$ cat src/rtl/ex_forward_hazard_unit.sv
`default_nettype none
// ============================================================================
// Module   : ex_forward_hazard_unit
// Purpose  : Operand-forwarding and load-use hazard controller for the
//            5-stage pipeline. A two-entry scoreboard mirrors the destination
//            registers of the instructions now in EX (entry E) and MEM
//            (entry M). From it the unit produces the forward selects for the
//            instruction leaving ID and the load-use Stall. It also keeps a
//            saturating count of stall events.
// Ports    :
//   Clock        in   pipeline clock
//   Reset        in   asynchronous, active-low reset
//   ClockEnable  in   global clock enable
//   Tick         in   pipeline advance strobe (Advance = ClockEnable & Tick)
//   Flush        in   taken branch/jump resolved in EX: kill ID and EX
//   IdValid      in   ID holds a real instruction
//   IdRs1/IdRs2  in   ID source register indices
//   IdRs1Used    in   instruction reads rs1
//   IdRs2Used    in   instruction reads rs2
//   IdRd         in   ID destination register index
//   IdRegWrite   in   instruction writes rd
//   IdMemRead    in   instruction is a load
//   Rs1ForwardD  out  next EX rs1 select (0 regfile, 1 EX/MEM, 2 MEM/WB)
//   Rs2ForwardD  out  next EX rs2 select, same encoding
//   Stall        out  hold PC and IF/ID, insert a bubble into EX
//   StallCount   out  saturating count of stall cycles
// Revision : 1.0 - initial release
// ============================================================================
module ex_forward_hazard_unit #(
    parameter int NrOfRegBits = 5,
    parameter int CountBits   = 16
) (
    input  logic                   Clock,
    input  logic                   Reset,
    input  logic                   ClockEnable,
    input  logic                   Tick,
    input  logic                   Flush,
    input  logic                   IdValid,
    input  logic [NrOfRegBits-1:0] IdRs1,
    input  logic [NrOfRegBits-1:0] IdRs2,
    input  logic                   IdRs1Used,
    input  logic                   IdRs2Used,
    input  logic [NrOfRegBits-1:0] IdRd,
    input  logic                   IdRegWrite,
    input  logic                   IdMemRead,
    output logic [1:0]             Rs1ForwardD,
    output logic [1:0]             Rs2ForwardD,
    output logic                   Stall,
    output logic [CountBits-1:0]   StallCount
);

    localparam logic [1:0] c_fwd_regfile = 2'd0;
    localparam logic [1:0] c_fwd_exmem   = 2'd1;
    localparam logic [1:0] c_fwd_memwb   = 2'd2;

    localparam logic [NrOfRegBits-1:0] c_reg_zero  = '0;
    localparam logic [CountBits-1:0]   c_count_max = '1;
    localparam logic [CountBits-1:0]   c_count_one = {{(CountBits-1){1'b0}}, 1'b1};

    // Scoreboard entry E: instruction currently in EX
    logic                   r_e_valid;
    logic [NrOfRegBits-1:0] r_e_rd;
    logic                   r_e_we;
    logic                   r_e_load;

    // Scoreboard entry M: instruction currently in MEM
    logic                   r_m_valid;
    logic [NrOfRegBits-1:0] r_m_rd;
    logic                   r_m_we;
    logic                   r_m_load;

    logic [CountBits-1:0]   r_stall_count;

    logic w_advance;
    logic w_e_writes;
    logic w_m_writes;
    logic w_e_hit_rs1;
    logic w_e_hit_rs2;
    logic w_m_hit_rs1;
    logic w_m_hit_rs2;
    logic w_stall;
    logic w_bubble;
    logic w_fwd_allowed;

    assign w_advance = ClockEnable & Tick;

    // An entry can only supply data if it is a real instruction that writes a
    // register other than x0 (x0 is hard-wired zero and never forwarded).
    assign w_e_writes = r_e_valid & r_e_we & (r_e_rd != c_reg_zero);
    assign w_m_writes = r_m_valid & r_m_we & (r_m_rd != c_reg_zero);

    assign w_e_hit_rs1 = w_e_writes & (r_e_rd == IdRs1);
    assign w_e_hit_rs2 = w_e_writes & (r_e_rd == IdRs2);
    assign w_m_hit_rs1 = w_m_writes & (r_m_rd == IdRs1);
    assign w_m_hit_rs2 = w_m_writes & (r_m_rd == IdRs2);

    // A load in EX has no data yet, so a dependent instruction in ID must wait
    // one advance; Flush kills the ID instruction so there is nothing to hold.
    assign w_stall = IdValid & ~Flush & r_e_load &
                     ((IdRs1Used & w_e_hit_rs1) | (IdRs2Used & w_e_hit_rs2));

    assign Stall = w_stall;

    // E receives a bubble whenever the ID instruction does not move into EX.
    assign w_bubble = w_stall | Flush | ~IdValid;

    assign w_fwd_allowed = IdValid & ~Flush & ~w_stall;

    // Nearer stage wins: an E match is checked before an M match. A load in E
    // never forwards from EX/MEM (its data is not there yet).
    always_comb begin
        Rs1ForwardD = c_fwd_regfile;
        if (w_fwd_allowed && IdRs1Used) begin
            if (w_e_hit_rs1 && !r_e_load) begin
                Rs1ForwardD = c_fwd_exmem;
            end else if (w_m_hit_rs1) begin
                Rs1ForwardD = c_fwd_memwb;
            end
        end
    end

    always_comb begin
        Rs2ForwardD = c_fwd_regfile;
        if (w_fwd_allowed && IdRs2Used) begin
            if (w_e_hit_rs2 && !r_e_load) begin
                Rs2ForwardD = c_fwd_exmem;
            end else if (w_m_hit_rs2) begin
                Rs2ForwardD = c_fwd_memwb;
            end
        end
    end

    // Scoreboard shift: E -> M, ID (or a bubble) -> E, only on Advance.
    always_ff @(posedge Clock or negedge Reset) begin
        if (!Reset) begin
            r_e_valid <= 1'b0;
            r_e_rd    <= c_reg_zero;
            r_e_we    <= 1'b0;
            r_e_load  <= 1'b0;
            r_m_valid <= 1'b0;
            r_m_rd    <= c_reg_zero;
            r_m_we    <= 1'b0;
            r_m_load  <= 1'b0;
        end else if (w_advance) begin
            r_m_valid <= r_e_valid;
            r_m_rd    <= r_e_rd;
            r_m_we    <= r_e_we;
            r_m_load  <= r_e_load;
            if (w_bubble) begin
                r_e_valid <= 1'b0;
                r_e_rd    <= c_reg_zero;
                r_e_we    <= 1'b0;
                r_e_load  <= 1'b0;
            end else begin
                r_e_valid <= 1'b1;
                r_e_rd    <= IdRd;
                r_e_we    <= IdRegWrite;
                r_e_load  <= IdMemRead;
            end
        end
    end

    // Counted only on the advancing edge, so a stall held across Tick=0
    // cycles is recorded once. Saturates instead of wrapping.
    always_ff @(posedge Clock or negedge Reset) begin
        if (!Reset) begin
            r_stall_count <= '0;
        end else if (w_advance && w_stall && (r_stall_count != c_count_max)) begin
            r_stall_count <= r_stall_count + c_count_one;
        end
    end

    assign StallCount = r_stall_count;

    // The M-entry load flag only matters once the entry moves on; it is kept
    // so the scoreboard entry stays complete.
    logic w_unused;
    assign w_unused = r_m_load;

endmodule

`default_nettype wire

$ cat config.mk
export PLATFORM = sky130hd
export DESIGN_NAME = ex_forward_hazard_unit
export DESIGN_NICKNAME = d
export VERILOG_FILES = /design/src/rtl/ex_forward_hazard_unit.sv
export SDC_FILE = /design/constraint.sdc
export NUM_CORES = 1
export LEC_CHECK = 0
export CORE_MARGIN = 4
export CORE_UTILIZATION = 42
export CTS_CLUSTER_SIZE = 20
export DETAILED_ROUTE_END_ITERATION = 8
export DONT_BUFFER_PORTS = 1
export GPL_TIMING_DRIVEN = 0
export PLACE_DENSITY_LB_ADDON = 0.12
export SETUP_SLACK_MARGIN = 0.15
export SLEW_MARGIN = 20
export SYNTH_ARGS = -nofsm -noshare
export SYNTH_HDL_FRONTEND = slang
export SYNTH_SLANG_ARGS = --single-unit
$ cat constraint.sdc
create_clock -name Clock -period 2.7 [get_ports Clock]
set_clock_uncertainty 0.1 [all_clocks]
set_input_delay 0.54 -clock Clock [delete_from_list [all_inputs] [get_ports Clock]]
set_output_delay 0.54 -clock Clock [all_outputs]
set_load 0.01 [all_outputs]
Word-level counts from Yosys, hierarchy flattened --
Index checks and enable logic that the tools add are counted.
Storage, ports and cells: input bits 25, word-level logic and storage cells 54, RAM bits 0, ROM bits 0, latch bits 0, memories 0, register bits after elaboration 31, output and inout port bits 21
Operators by class: bitwise logic cells 21, $lt $le $gt $ge 0, eq/ne operators 5, multipliers 0, add/subtract/negate cells 1, muxes and demuxes 10, div/mod/pow operators 0, shift-type cells 0, reduce and logical (&&, ||, !) cells 9
Operator list (number):
- equality test 5 bit | 4
- adder 16 x 1 -> 16 bit (second input constant) | 1
- != test 16 bit (second input constant) | 1
- bitwise AND 1 bit | 15
- two-way mux 2 bit | 6
- nonzero test 5 bit | 2
- logical AND 1 bit | 6
- two-way mux 5 bit | 1
- two-way mux 1 bit | 3
- NOT 1 bit | 3
- bitwise OR 1 bit | 3
- logical NOT 1 bit | 1

Logic depth before layout (Yosys ltp) --
Gate-level depths: netlist of the first run.
depth after elaboration 10, depth in mapped cells 7, gate-level depth less buffers 7

Least setup slack after synthesis of the first run --
No wires, ideal clock.
path kind register to output, start point reg r_e_rd[1], end point out Rs1ForwardD[1], path buffers 1, arrival 1.788 ns, path slack 0.272 ns, cell stages (with the launch flop) 7, data required time 2.060 ns, cell sequence dfrtp_1 > or4_1 > o2111ai_2 > a21o_4 > buf_6 > nor2_2 > nor3_2
On the way: cells in the longest elaborated chain, start to end 10, elaborated cells between the ends (all ways) 16, those cells by class 2 x eq/ne; 2 x mux; 9 x bitwise; 3 x reduce/logical
Ends and longest elaborated chain:
- from (decl) | line 62 | logic [NrOfRegBits-1:0] r_e_rd;
- from (signal assigned) | line 137 | r_e_rd <= c_reg_zero;
- from (signal assigned) | line 151 | r_e_rd <= c_reg_zero;
- from (signal assigned) | line 156 | r_e_rd <= IdRd;
- nonzero test 5 bit | line 89 | assign w_e_writes = r_e_valid & r_e_we & (r_e_rd != c_reg_zero);
- bitwise AND 1 bit | line 89
- bitwise AND 1 bit, on equally long branches | line 92, 93
- bitwise AND 1 bit | line 100 | ((IdRs1Used & w_e_hit_rs1) | (IdRs2Used & w_e_hit_rs2));
- bitwise OR 1 bit * | line 100
- bitwise AND 1 bit * | line 99 | assign w_stall = IdValid & ~Flush & r_e_load &
- via Stall | line 48 | output logic Stall,
- NOT 1 bit * | line 107 | assign w_fwd_allowed = IdValid & ~Flush & ~w_stall;
- bitwise AND 1 bit * | line 107
- logical AND 1 bit * | line 113 | if (w_fwd_allowed && IdRs1Used) begin
- two-way mux 2 bit * | line 113
- to (decl) | line 46 | output logic [1:0] Rs1ForwardD,
Mark *: on every way through the listed nets, which the timed path passes. The rest lies on a longest branch.

Worst setup path after layout of the first run --
start point reg r_e_rd[2], end point out Rs1ForwardD[1]
The elaborated chain is that of the path after synthesis.

==> results of run 1 <==
[critical path: stages (launching register included)]
cell       delay, ns
dfrtp_2         0.44
or4_4           0.59
o2111ai_4       0.21
a21o_4          0.13
buf_8           0.09
nor2_4          0.05
nor3_4          0.17
[final cells by class]
cell class | count | share of cell area (%)
Multi-Input combinational cell | 117 | 48.2
Buffer | 3 | 1.16
Sequential cell | 31 | 38.3
Tap cell | 50 | 3.06
Clock buffer | 8 | 4.90
Timing Repair Buffer | 10 | 4.41
[logic make-up after synthesis]
kind of cell,after synthesis,share of synthesized area [%]
mux,8,5.20
xor+xnor,35,18.1
compound gates,18,9.96
fa+ha+maj,1,0.721
flops,31,44.7
buf+inv,3,1.15
simple gates,55,20.1
[Yosys cell counts, drive strengths merged]
library cell	count	share of area, %
nand3	12	4.5
a211o	1	0.51
ha	1	0.72
xor2	21	11
nor2	7	1.7
o211ai	1	0.43
nand4	4	1.4
a21oi	1	0.51
xnor2	14	7.5
or3	2	1.0
a22o	1	0.51
nor3	8	3.8
or3b	1	0.51
o21a	1	0.43
a32o	7	4.0
nor4	2	0.72
a211oi	1	0.72
and3	6	2.2
nor3b	1	0.72
mux2	8	5.2
nand2b	1	0.36
buf	2	0.94
or4	1	0.43
dfrtp	31	45
nand2	9	1.9
a21o	1	0.87
nor4b	1	0.87
clkbuf	1	0.22
o21ai	2	0.58
o2111ai	2	1.4
[through the flow]
stage	total power [W]	hold WS [ns]	util, %
detailed placement	0.000611	0.145	44.9
global placement	0.000606	0.145	44.9
floorplan	0.000590	0.144	-
global route	0.00108	0.311	51.1
finish	0.00103	0.319	51.1
CTS	0.00103	0.315	49.8
[layer usage]
| metal | routed length (um) | global-route usage [%] | up-vias |
|---|---|---|---|
| met3 | 379 | 6.23 | 4 |
| met1 | 1670 | 19.7 | 626 |
| met4 | 34 | 5.01 | 0 |
| li1 | - | - | 583 |
| met2 | 1940 | 24.5 | 39 |
| met5 | 0 | 0 | - |
[state kept, by name, summed over array words and instances, names as in the netlist]
name        flops
r_m_rd          5
r_e_load        1
r_m_valid       1
r_m_we          1
r_e_valid       1
r_e_rd          5
r_e_we          1
StallCount     16
[worst max path at each step]
| stage | endpoint | depth (start not counted) |
|---|---|---|
| finish | Rs1ForwardD[1] | 6 |
| global route | Rs1ForwardD[1] | 6 |
| CTS | Rs2ForwardD[1] | 6 |
| detailed placement | Rs1ForwardD[1] | 6 |
| global placement | Rs1ForwardD[1] | 6 |
| floorplan | Rs1ForwardD[1] | 6 |
[power breakdown]
group | total, W | leakage, nW | internal (W) | switching (W)
Combinational | 0.000116 | 0.401 | 0.0000586 | 0.0000577
Sequential | 0.000519 | 0.418 | 0.000487 | 0.0000316
Clock | 0.000394 | 0.0515 | 0.000232 | 0.000162
Total | 0.00103 | 0.871 | 0.000778 | 0.000251
[layout by cell type, fill, tap and decap left out, drive strengths merged]
| cell type | netlist | layout |
|---|---|---|
| dfrtp | 31 | 31 |
| xor2 | 21 | 21 |
| xnor2 | 14 | 14 |
| nand3 | 12 | 12 |
| buf | 2 | 11 |
| nand2 | 9 | 9 |
| clkbuf | 1 | 9 |
| mux2 | 8 | 8 |
| nor3 | 8 | 8 |
| a32o | 7 | 7 |
| nor2 | 7 | 7 |
| and3 | 6 | 6 |
| nand4 | 4 | 4 |
| nor4 | 2 | 2 |
| o2111ai | 2 | 2 |
| o21ai | 2 | 2 |
| or3 | 2 | 2 |
| nand2b | 1 | 1 |
| or4 | 1 | 1 |
| a21o | 1 | 1 |
| a211o | 1 | 1 |
| nor3b | 1 | 1 |
| o211ai | 1 | 1 |
| a211oi | 1 | 1 |
| a21oi | 1 | 1 |
| o21a | 1 | 1 |
| a22o | 1 | 1 |
| nor4b | 1 | 1 |
| or3b | 1 | 1 |
| ha | 1 | 1 |
| dlygate4sd3 | 0 | 1 |
[repair_timing]
item                                   in CTS  in global routing
resized for setup                          11                  4
pin swaps                                   5                  6
hold buffers                                2                  0
buffers inserted                            3                  5
setup endpoints to repair                   5                  3
endpoints found under the hold margin      31                  0
==> impl_metrics.py, run 1 <==
metrics = {
    "run_status": {
        "status": "completed",
    },
    "finish": {
        "syn_to_final_growth_pct": 17.8,
        "design_area_sq_um": 2040,
        "layoutNonFillerInstCount": 219,
        "antennaDiodeCount": 0,
        "multi_input_area_sq_um": 985,
        "fill_cells": 361,
        "drive_above_1_share_pct": 28.4,
        "regArea_sq_um": 782,
        "nets": 194,
    },
    "detailed_routing": {
        "drt-initial-drc-count": 44,
        "via_per_inst": 5.72,
        "num_vias": 1252,
        "ant_nets": 0,
        "drc": 0,
        "wl_per_cell_um": 18.4,
        "first_pass_iters": 4,
        "wl_um": 4020,
    },
    "floorplan": {
        "io_pins": 46,
        "rows": 23,
        "die_area_sq_um": 5220,
        "core_sq_um": 4000,
        "die_w_um": 72.3,
        "die_y_um": 72.3,
        "initial_core_util_pct": 43.4,
    },
    "synth": {
        "syn_nets": 177,
        "avgSynthCellArea_sq_um": 11.5,
        "ys_seq_area_share_pct": 44.7,
        "ys_seq_elements": 31,
        "yosysWarnings": 0,
        "synth_cell_types": 40,
        "synth_area_sq_um": 1730,
        "postSynthCellCount": 151,
    },
    "placed_design": {
        "place_hpwl_um": 2980,
        "place_congestion": 0.930,
        "dp_cells": 201,
        "pre_cts_slack_ns": 0.0815,
        "placed_area_sq_um": 1800,
        "io_buffers": 0,
    },
    "clock_tree": {
        "htreeDepth": 2,
        "cts_tree": "built",
        "clk_path_buf_depth": 2,
        "cts_buffers": 5,
        "clk_pin_slew_ns": 0.07,
        "clk_latency_ns": 0.28,
        "cts-root-buf": "clkbuf_8",
        "cts_sinks": 31,
    },
    "worst_hold_path": {
        "min_from": "IdRegWrite",
        "worstHoldEndpoint": "r_e_we$_DFFE_PN0P_",
        "worstHoldPathCells": 1,
        "hold_path_class": "in2reg",
    },
    "grt": {
        "grt_pass1_wl_um": 6360,
        "grt.overflow.total": 0,
        "antenna_found_initial": 0,
        "grt_max_degree": 32,
        "grt_pass1_vias": 1298,
        "grtUsageTotal_pct": 15.6,
    },
    "worst_setup_path": {
        "critPathLaunch": "r_e_rd[2]$_DFFE_PN0P_",
        "end_kind": "primary output",
        "crit_required_ns": 2.06,
        "r2r_slack_ns": 0.53,
        "rr_startpoint": "r_e_rd[0]$_DFFE_PN0P_",
        "timing.rr.end": "StallCount[3]$_DFFE_PN0P_",
        "path_max_fanout": 5,
        "r2r_cells": 7,
        "crit_type": "reg2out",
        "critical_path_arrival_ns": 1.96,
        "cp-start-kind": "flip-flop",
    },
    "run": {
        "cap_violations": 0,
    },
    "timing": {
        "worst_slew_pin_slew_ns": 0.451,
        "hold_viol": 0,
        "rsz0062_at_grt": "true",
        "fin_tns_setup_ns": 0,
        "finalSetupViolCount": 0,
        "clock.fmax_mhz": 384,
        "maxSlewViolCount": 0,
        "layout_setup_ws_ns": 0.0987,
        "min_period_ns": 2.60,
        "relSlewSlack_pct": 69.9,
        "period_share_pct": 96.3,
    },
    "power_and_ir_drop": {
        "ir_drop_mv": 0.368,
        "p_leak_nw": 0.871,
        "pwr_density_cell_nw_per_um2": 504,
    },
}
Note: power is estimated with default switching activity, not from simulation.
==> inputs of run 2 (changes only) <==
Settings changed: CTS_CLUSTER_SIZE 20 to 8.
==> results of run 2 <==
Final layout, timing and power as in run 1 (identical DEF).
